===== src/rtl/mcnay_counter_if.sv =====
// Bus bundle for mcnay_counter: load value, load strobe, increment enable
// and the registered count output.
interface mcnay_counter_if #(
  parameter int nbits = 16
);
  logic [nbits-1:0] in_num;
  logic             latch_val;
  logic             en;
  logic [nbits-1:0] out_num;

  // The controlling side drives load/enable and observes the count.
  modport master (
    output in_num,
    output latch_val,
    output en,
    input  out_num
  );

  // The counter samples load/enable and drives the count.
  modport slave (
    input  in_num,
    input  latch_val,
    input  en,
    output out_num
  );
endinterface


===== src/rtl/mcnay_counter.sv =====
// Loadable up-counter that steps a trial value (candidate or divisor) for the
// prime-detection datapath. The output comes straight from the count register,
// so downstream compare/divide logic sees a value that is stable all cycle.
module mcnay_counter #(
  parameter int nbits = 16
) (
  input  logic            clk,
  input  logic            rst,
  mcnay_counter_if.slave  bus
);

  logic [nbits-1:0] cnt_reg;

  // Priority: reset, then load (loaded value is not incremented), then
  // increment with silent wrap, otherwise hold.
  always_ff @(posedge clk) begin
    if (rst) begin
      cnt_reg <= '0;
    end else if (bus.latch_val) begin
      cnt_reg <= bus.in_num;
    end else if (bus.en) begin
      cnt_reg <= cnt_reg + {{(nbits-1){1'b0}}, 1'b1};
    end
  end

  assign bus.out_num = cnt_reg;

endmodule


===== src/flat_wrapper.sv =====
// flat-port wrapper written by rule: the top's interface ports become plain ports
module mcnay_counter_flat 
#(
  parameter int nbits = 16
)
  (clk, rst, bus_in_num, bus_latch_val, bus_en, bus_out_num);
  mcnay_counter_if #(.nbits(nbits)) bus_i ();
  input  logic clk;
  input  logic rst;
  input wire logic [$bits(bus_i.in_num)-1:0] bus_in_num;
  input wire logic [$bits(bus_i.latch_val)-1:0] bus_latch_val;
  input wire logic [$bits(bus_i.en)-1:0] bus_en;
  output wire logic [$bits(bus_i.out_num)-1:0] bus_out_num;
  assign bus_i.in_num = bus_in_num;
  assign bus_i.latch_val = bus_latch_val;
  assign bus_i.en = bus_en;
  assign bus_out_num = bus_i.out_num;
  mcnay_counter #(.nbits(nbits)) u_core (.clk(clk), .rst(rst), .bus(bus_i));
endmodule

===== config.mk =====
export PLATFORM = sky130hd
export DESIGN_NAME = mcnay_counter_flat
export DESIGN_NICKNAME = d
export VERILOG_FILES = /design/src/rtl/mcnay_counter_if.sv /design/src/rtl/mcnay_counter.sv /design/src/flat_wrapper.sv
export SDC_FILE = /design/constraint.sdc
export NUM_CORES = 1
export LEC_CHECK = 0
export ABC_AREA = 1
export ABC_CLOCK_PERIOD_IN_PS = 1400
export BUFFER_PORTS_ARGS = -buffer_cell sky130_fd_sc_hd__buf_4
export CAP_MARGIN = 40
export CORE_MARGIN = 2
export CORE_UTILIZATION = 48
export DETAILED_ROUTE_END_ITERATION = 8
export PLACE_DENSITY = 0.87
export SLEW_MARGIN = 25
export SYNTH_ARGS = -nofsm -noshare
export SYNTH_HDL_FRONTEND = slang
export SYNTH_SLANG_ARGS = --single-unit

===== constraint.sdc =====
create_clock -name clk -period 1.4 [get_ports clk]
set_input_delay 0.21 -clock clk [delete_from_list [all_inputs] [get_ports clk]]
set_output_delay 0.21 -clock clk [all_outputs]
set_load 0.05 [all_outputs]

### Word level (Yosys, flattened, before mapping)

Index checks and enable logic that the tools add are counted.

* add/subtract/negate cells: 1
* multiply operators: 0
* divide/modulo/power cells: 0
* $lt $le $gt $ge: 0
* equal/unequal tests: 0
* shift operators: 0
* muxes and demuxes: 2
* bitwise logic cells: 0
* reductions and logical operators: 1

Operators by type and width (count)
* $mux W16: 2
* $add A16 B1 Y16 const B: 1
* $reduce_bool A2 Y1: 1

* register bits: 16
* bits in latches: 0
* RAM bits: 0
* bits in read-only memories: 0
* input bits: 20
* output and inout bits: 16
* logic and storage cells: 5
* memories: 0

### Depth between registers and ports, before layout

Gate-level depths: netlist (run 1).

* depth after elaboration: 3
* gate-level depth with buffers: 8

### Worst setup path after synthesis (run 1)

No wires, ideal clock.

* kind: reg-to-reg
* start: reg u_core.cnt_reg[0] (netlist: u_core.bus.out_num[0])
* end: reg u_core.cnt_reg[10] (netlist: u_core.bus.out_num[10])
* library setup time: 132 ps
* data arrival time: 1550 ps
* path slack: -283 ps
* cell stages (with the launch flop): 9
* path buffers: 0
* period minus slack after synthesis: 1683 ps
* path through: dfxtp_1 ha_1 nand3_2 inv_1 nand2_1 nor2_1 nand2_1 nand3_1 a21oi_1

* longest elaborated chain between the ends: 3

RTL lines
* from (decl): RTL line mcnay_counter.sv:12 `logic [nbits-1:0] cnt_reg;`
* from (signal assigned): RTL line mcnay_counter.sv:20 `cnt_reg <= bus.in_num;`
* from (signal assigned): RTL line mcnay_counter.sv:22 `cnt_reg <= cnt_reg + {{(nbits-1){1'b0}}, 1'b1};`
* $add A16 B1 Y16: RTL line mcnay_counter.sv:22
* $mux W16: RTL line mcnay_counter.sv:21 `end else if (bus.en) begin`
* $mux W16: RTL line mcnay_counter.sv:19 `end else if (bus.latch_val) begin`

No other way between the ends. The select of a mux whose other input is x is not followed.
A chain may end at the register's enable or synchronous reset.

### Final worst setup path (run 1)

Same ends and word-level chain as after synthesis.

==> results of run 1 <==
==> area by class of cell <==
type	instances	area [um^2]	area share, %
inverter	15	56.3	4.11
clock buffer	4	26.3	1.92
multi-input combinational	113	619	45.2
tap	27	33.8	2.47
sequential	16	340	24.9
timing repair buffer	39	293	21.4
==> cells by family (layout without fill, tap and decap cells) <==
family,Yosys count,in the layout,synth area share [%]
AO/OA/AOI/OAI,33,33,20.3
AND/OR/NAND/NOR,72,72,33.2
adder cells (fa/ha/maj),1,1,1.24
flip-flops,16,16,31.7
XOR/XNOR,7,7,6.06
buffers and inverters,19,58,7.55
==> metrics by stage <==
step,util [%],area (um^2),TNS (ns),total power (W),std cells
floorplan,-,1030,0,0.000719,148
global placement,67.5,1340,0,0.000831,210
detailed placement,67.5,1340,0,0.000840,210
CTS,68.8,1360,0,0.00109,214
global route,69.1,1370,-0.00908,0.00115,214
finish,69.1,1370,0,0.00109,214
==> power breakdown <==
part | internal, W | switching [W]
Clock | 0.000111 | 0.000149
Sequential | 0.000487 | 0.0000430
Combinational | 0.000118 | 0.000186
==> layer usage <==
layer | GRT usage, % | up-vias | part of all wire (%)
met3 | 4.55 | 10 | 8.4
met4 | 7.87 | 0 | 1.2
met5 | 0 | - | 0
li1 | - | 576 | -
met1 | 28.1 | 526 | 39
met2 | 44.7 | 63 | 52
==> what timing repair did <==
action,4_1_cts,5_1_grt
setup endpoints to repair,0,3
resized for setup,0,2
endpoints found under the hold margin,0,0
==> cells in the final DEF, fill, tap and decap left out, types with 2 or more instances in the layout <==
| master | instances |
|---|---|
| nand2_1 | 34 |
| nor2_4 | 2 |
| xor2_1 | 5 |
| o21bai_1 | 3 |
| o21ai_0 | 4 |
| nor2_2 | 5 |
| nand4_1 | 3 |
| buf_4 | 39 |
| a22oi_1 | 10 |
| clkbuf_4 | 3 |
| nand3_1 | 15 |
| xnor2_1 | 2 |
| dfxtp_1 | 4 |
| dfxtp_4 | 2 |
| dfxtp_2 | 10 |
| inv_1 | 14 |
| nand2_2 | 4 |
| nor2_1 | 8 |
| a21oi_1 | 13 |
==> how the worst max path moves through the flow <==
stage / from / to / slack (ns) / cells after the start
detailed placement: u_core.bus.out_num[0] / u_core.bus.out_num[10] / 0.12 / 8
finish: u_core.bus.out_num[0] / u_core.bus.out_num[10] / 0.12 / 8
CTS: u_core.bus.out_num[0] / u_core.bus.out_num[10] / 0.09 / 8
global placement: u_core.bus.out_num[0] / u_core.bus.out_num[10] / 0.17 / 8
global route: u_core.bus.out_num[0] / u_core.bus.out_num[14] / -0.009 / 7
floorplan: u_core.bus.out_num[12] / u_core.bus.out_num[13] / 0.008 / 6
==> impl_metrics.env, run 1 <==
export IMPL_outcome="finished clean"
export IMPL_vias_per_cell=5.49
export IMPL_overflow=0
export IMPL_antenna_found_initial=0
export IMPL_grt_pass1_wl_um=4700
export IMPL_initial_core_util_pct=51.0
export IMPL_yosys_most_used_dff="dfxtp_1"
export IMPL_drtIter0Drc=50
export IMPL_peakVddDrop_v=0.000553
export IMPL_num_fill_cells=162
export IMPL_p_leak_nw=0.605
export IMPL_die_h_um=49.9
export IMPL_num_vias=1175
export IMPL_worst_slack_ns=0.118
export IMPL_synth_edf_count=0
export IMPL_gp_congestion=0.904
export IMPL_place_ws_ns=0.123
export IMPL_min_to="u_core.bus.out_num[7]"
export IMPL_finalSetupViolations=0
export IMPL_cp_arrival_ns=1.46
export IMPL_drv_cap=0
export IMPL_detailed_place_hpwl_um=2150
export IMPL_max_slew_worst_pin_slew_ns=0.203
export IMPL_synth_top_area_share_pct=31.7
export IMPL_cp_data_required_time_ns=1.58
export IMPL_r2r_slack_ns=0.12
export IMPL_ant_nets=0
export IMPL_start_kind="flip-flop"
export IMPL_fmaxAchievable_mhz=780
export IMPL_synth_nets=169
export IMPL_synth_common_cells="nand2_1, dfxtp_1, inv_1, nand3_1, a21oi_1"
export IMPL_portBuffers=35
export IMPL_h_tree_depth=1
export IMPL_ys_async_sr_fraction_pct=0
export IMPL_clock_skew_ns=0.00144
export IMPL_clkSlewWorstSetupHoldPaths_ns=0.10
export IMPL_reg2reg_depth=8
export IMPL_rows=16
export IMPL_synth_area_leaders="dfxtp_1, nand2_1, a22oi_1"
export IMPL_avgSynthCellArea_um2=6.83
export IMPL_clockBufferDepth=2
export IMPL_synth_most_common_cell="nand2_1"
export IMPL_antenna_cells=0
export IMPL_p_per_area_nw_per_um2=798
export IMPL_worstReg2RegStart="u_core.bus.out_num[0]"
export IMPL_layout_drive_gt1_share_pct=36.4
export IMPL_syn_area_um2=1010
export IMPL_synth_distinct_cells=23
export IMPL_wire_per_inst_um=13.2
export IMPL_reg2reg_to="u_core.bus.out_num[10]"
export IMPL_synth_top_area_cell="dfxtp_1"
export IMPL_dieArea_um2=2490
export IMPL_hold_viol_final=0
export IMPL_synth_seq_area_share_pct=31.7
export IMPL_cp_num_buf_inv=1
export IMPL_die_w_um=49.9
export IMPL_ios=36
export IMPL_hold_class="input pin to flip-flop"
export IMPL_slowest_stage="dfxtp_4"
export IMPL_hold_buffers=0
export IMPL_ys_ff_latch=16
export IMPL_syn_to_final_growth_pct=35.4
export IMPL_largest_reg_flops=16
export IMPL_cts_tree="yes"
export IMPL_whs_ns=0.186
export IMPL_core_um2=1980
export IMPL_clock_sinks=16
export IMPL_min_period_over_period_pct=91.5
export IMPL_worst_path_max_fanout=6
export IMPL_post_route_drc_count=0
export IMPL_finalCriticalPeriod_ns=1.28
export IMPL_insertion_delay_ns=0.28
export IMPL_post_cts_buffers=0
export IMPL_critPathCaptureType="flip-flop"
export IMPL_cp_top_family="simple AND/OR/NAND/NOR gates"
export IMPL_yosys_warnings=0
export IMPL_slew_limit_headroom_pct=86.4
export IMPL_synth_cells=148
export IMPL_grt_pass1_vias=1123
export IMPL_first_pass_iters=4
export IMPL_finalNetCount=209
export IMPL_hold_path_cell_count=2
export IMPL_final_max_slew_viol_count=0
export IMPL_finalWirelength_um=2820
export IMPL_rsz0062_at_grt="true"
export IMPL_cts_buffers_inserted=3
export IMPL_critPathMostFrequentCell="nand2_1"
export IMPL_cpPeakStageDelay_ns=0.38
export IMPL_cts_root_buffer="clkbuf_4"
export IMPL_min_from="rst"
export IMPL_grtUsageTotal_pct=24.4
export IMPL_path_cells="ha_1, nand3_2, inv_2, nand2_1, nor2_1, nand2_1, nand3_1, a21oi_1"
export IMPL_grt_max_degree=16
export IMPL_critical_path_class="flip-flop to flip-flop"
(Power assumes the default switching activity.)
==> inputs of run 2 (changes only) <==
ABC_CLOCK_PERIOD_IN_PS = 1200   (was 1400)
clock period = 1.2 ns   (was 1.4 ns; I/O delays follow)
==> run 2 against run 1 <==
Compared with the run above: the run now ends with setup timing left; sequential share of layout area shrank 1.1 points; non-clock buffer count increased by 6; core utilization up 9.8 points; worst setup slack got worse by 0.13 ns; flip-flop and latch count unchanged; total power grew 26%; hold slack got worse by 0.045 ns; via count increased by 3.7%; clock skew up 0.0028 ns; critical path depth is 2 lower; clock power grew 44%; die area is the same; largest power group unchanged.
==> impl_metrics.env, run 2 (synthesis gave the netlist of run 1 again) <==
export IMPL_hold_path_cell_count=2
export IMPL_finalNetCount=215
export IMPL_place_ws_ns=0.0440
export IMPL_overflow=0
export IMPL_first_pass_iters=7
export IMPL_wire_per_inst_um=14.8
export IMPL_cts_tree="yes"
export IMPL_insertion_delay_ns=0.30
export IMPL_p_per_area_nw_per_um2=880
export IMPL_die_w_um=49.9
export IMPL_ios=36
export IMPL_hold_viol_final=0
export IMPL_slowest_stage="dfxtp_4"
export IMPL_clkSlewWorstSetupHoldPaths_ns=0.10
export IMPL_max_slew_worst_pin_slew_ns=0.198
export IMPL_critical_path_class="flip-flop to flip-flop"
export IMPL_drv_cap=0
export IMPL_gp_congestion=0.880
export IMPL_reg2reg_depth=6
export IMPL_final_max_slew_viol_count=0
export IMPL_cp_arrival_ns=1.44
export IMPL_h_tree_depth=1
export IMPL_drtIter0Drc=37
export IMPL_die_h_um=49.9
export IMPL_initial_core_util_pct=51.0
export IMPL_antenna_found_initial=0
export IMPL_min_from="rst"
export IMPL_grtUsageTotal_pct=25.3
export IMPL_worstReg2RegStart="u_core.bus.out_num[1]"
export IMPL_finalWirelength_um=3260
export IMPL_final_cell_mix="buf_4, nand2_1, inv_1"
export IMPL_hold_buffers=0
export IMPL_outcome="finished with violations"
export IMPL_num_vias=1218
export IMPL_vias_per_cell=5.54
export IMPL_dieArea_um2=2490
export IMPL_fmaxAchievable_mhz=826
export IMPL_placedCellCount=212
export IMPL_portBuffers=35
export IMPL_peakVddDrop_v=0.000761
export IMPL_worst_slack_ns=-0.0101
export IMPL_min_period_over_period_pct=101
export IMPL_slew_limit_headroom_pct=86.7
export IMPL_final_cells=220
export IMPL_hold_class="input pin to flip-flop"
export IMPL_cpPeakStageDelay_ns=0.39
export IMPL_antenna_cells=0
export IMPL_rows=16
export IMPL_layout_drive_gt1_share_pct=45.6
export IMPL_rsz0062_at_grt="true"
export IMPL_largest_reg_flops=16
export IMPL_clock_skew_ns=0.00428
export IMPL_detailed_place_hpwl_um=2190
export IMPL_p_leak_nw=0.687
export IMPL_finalSetupViolations=1
export IMPL_violations="setup timing"
export IMPL_reg2reg_to="u_core.bus.out_num[8]"
export IMPL_start_kind="flip-flop"
export IMPL_clock_sinks=16
export IMPL_clockBufferDepth=2
export IMPL_cp_data_required_time_ns=1.43
export IMPL_final_core_util_pct=78.9
export IMPL_syn_to_final_growth_pct=54.6
export IMPL_grt_pass1_vias=1090
export IMPL_power_total_w=0.00138
export IMPL_r2r_slack_ns=-0.01
export IMPL_cp_num_buf_inv=1
export IMPL_ant_nets=0
export IMPL_post_route_drc_count=0
export IMPL_grt_max_degree=14
export IMPL_cp_top_family="flip-flops"
export IMPL_cts_root_buffer="clkbuf_4"
export IMPL_core_um2=1980
export IMPL_min_to="u_core.bus.out_num[10]"
export IMPL_cts_buffers_inserted=3
export IMPL_path_cells="ha_4, nand3_4, inv_4, nand3_2, xor2_1, a21oi_1"
export IMPL_worst_path_max_fanout=4
export IMPL_final_common_cell="buf_4"
export IMPL_grt_pass1_wl_um=4820
export IMPL_num_fill_cells=140
export IMPL_critPathCaptureType="flip-flop"
export IMPL_finalCriticalPeriod_ns=1.21
run 2: cell types whose count changed in the layout (fill, tap and decap cells not counted), sizes merged:
cell and delta:
buf +6
run 2: layout make-up:
type	count	area, um^2	share of cell area (%)
Clock buffer	4	36.3	2.32
Inverter	15	58.8	3.76
Multi-Input combinational cell	113	712	45.6
Sequential cell	16	372	23.8
Tap cell	27	33.8	2.16
Timing Repair Buffer	45	350	22.4
run 2: stage by stage:
stage	cell area (um^2)	setup TNS, ns	hold slack, ns
floorplan	1080	-0.0231	0.240
global placement	1420	0	0.446
detailed placement	1420	0	0.454
CTS	1450	0	0.143
global route	1560	-0.362	0.142
finish	1560	-0.0101	0.142
run 2: how the worst max path moves through the flow:
stage,start,end,slack [ns],cells past startpoint
after global routing,u_core.bus.out_num[0],u_core.bus.out_num[8],-0.10,6
after floorplan,u_core.bus.out_num[1],u_core.bus.out_num[6],-0.01,6
final,u_core.bus.out_num[1],u_core.bus.out_num[8],-0.01,6
after global placement,u_core.bus.out_num[1],u_core.bus.out_num[6],0.09,6
after detailed placement,u_core.bus.out_num[1],u_core.bus.out_num[6],0.04,6
after CTS,u_core.bus.out_num[1],u_core.bus.out_num[6],0.02,6
run 2: what timing repair did:
item                                    4_1_cts  5_1_grt
gates resized for setup                       0       19
hold endpoints to repair                      0        0
endpoints found under the setup margin        0       11
buffers inserted                              0        4
run 2: layer usage:
metal	vias to the layer above	global-route usage (%)	wire length, um
met1	577	31.3	1310
met3	6	3.94	208
li1	585	-	-
met5	-	0	0
met4	0	10.6	52
met2	50	43.1	1690
run 2: power by group:
| group | switching, W | internal, W | leakage, nW | total, W |
|---|---|---|---|---|
| Sequential | 0.0000595 | 0.000557 | 0.141 | 0.000616 |
| Combinational | 0.000227 | 0.000156 | 0.525 | 0.000383 |
| Clock | 0.000190 | 0.000185 | 0.0210 | 0.000375 |
| Total | 0.000477 | 0.000898 | 0.687 | 0.00138 |
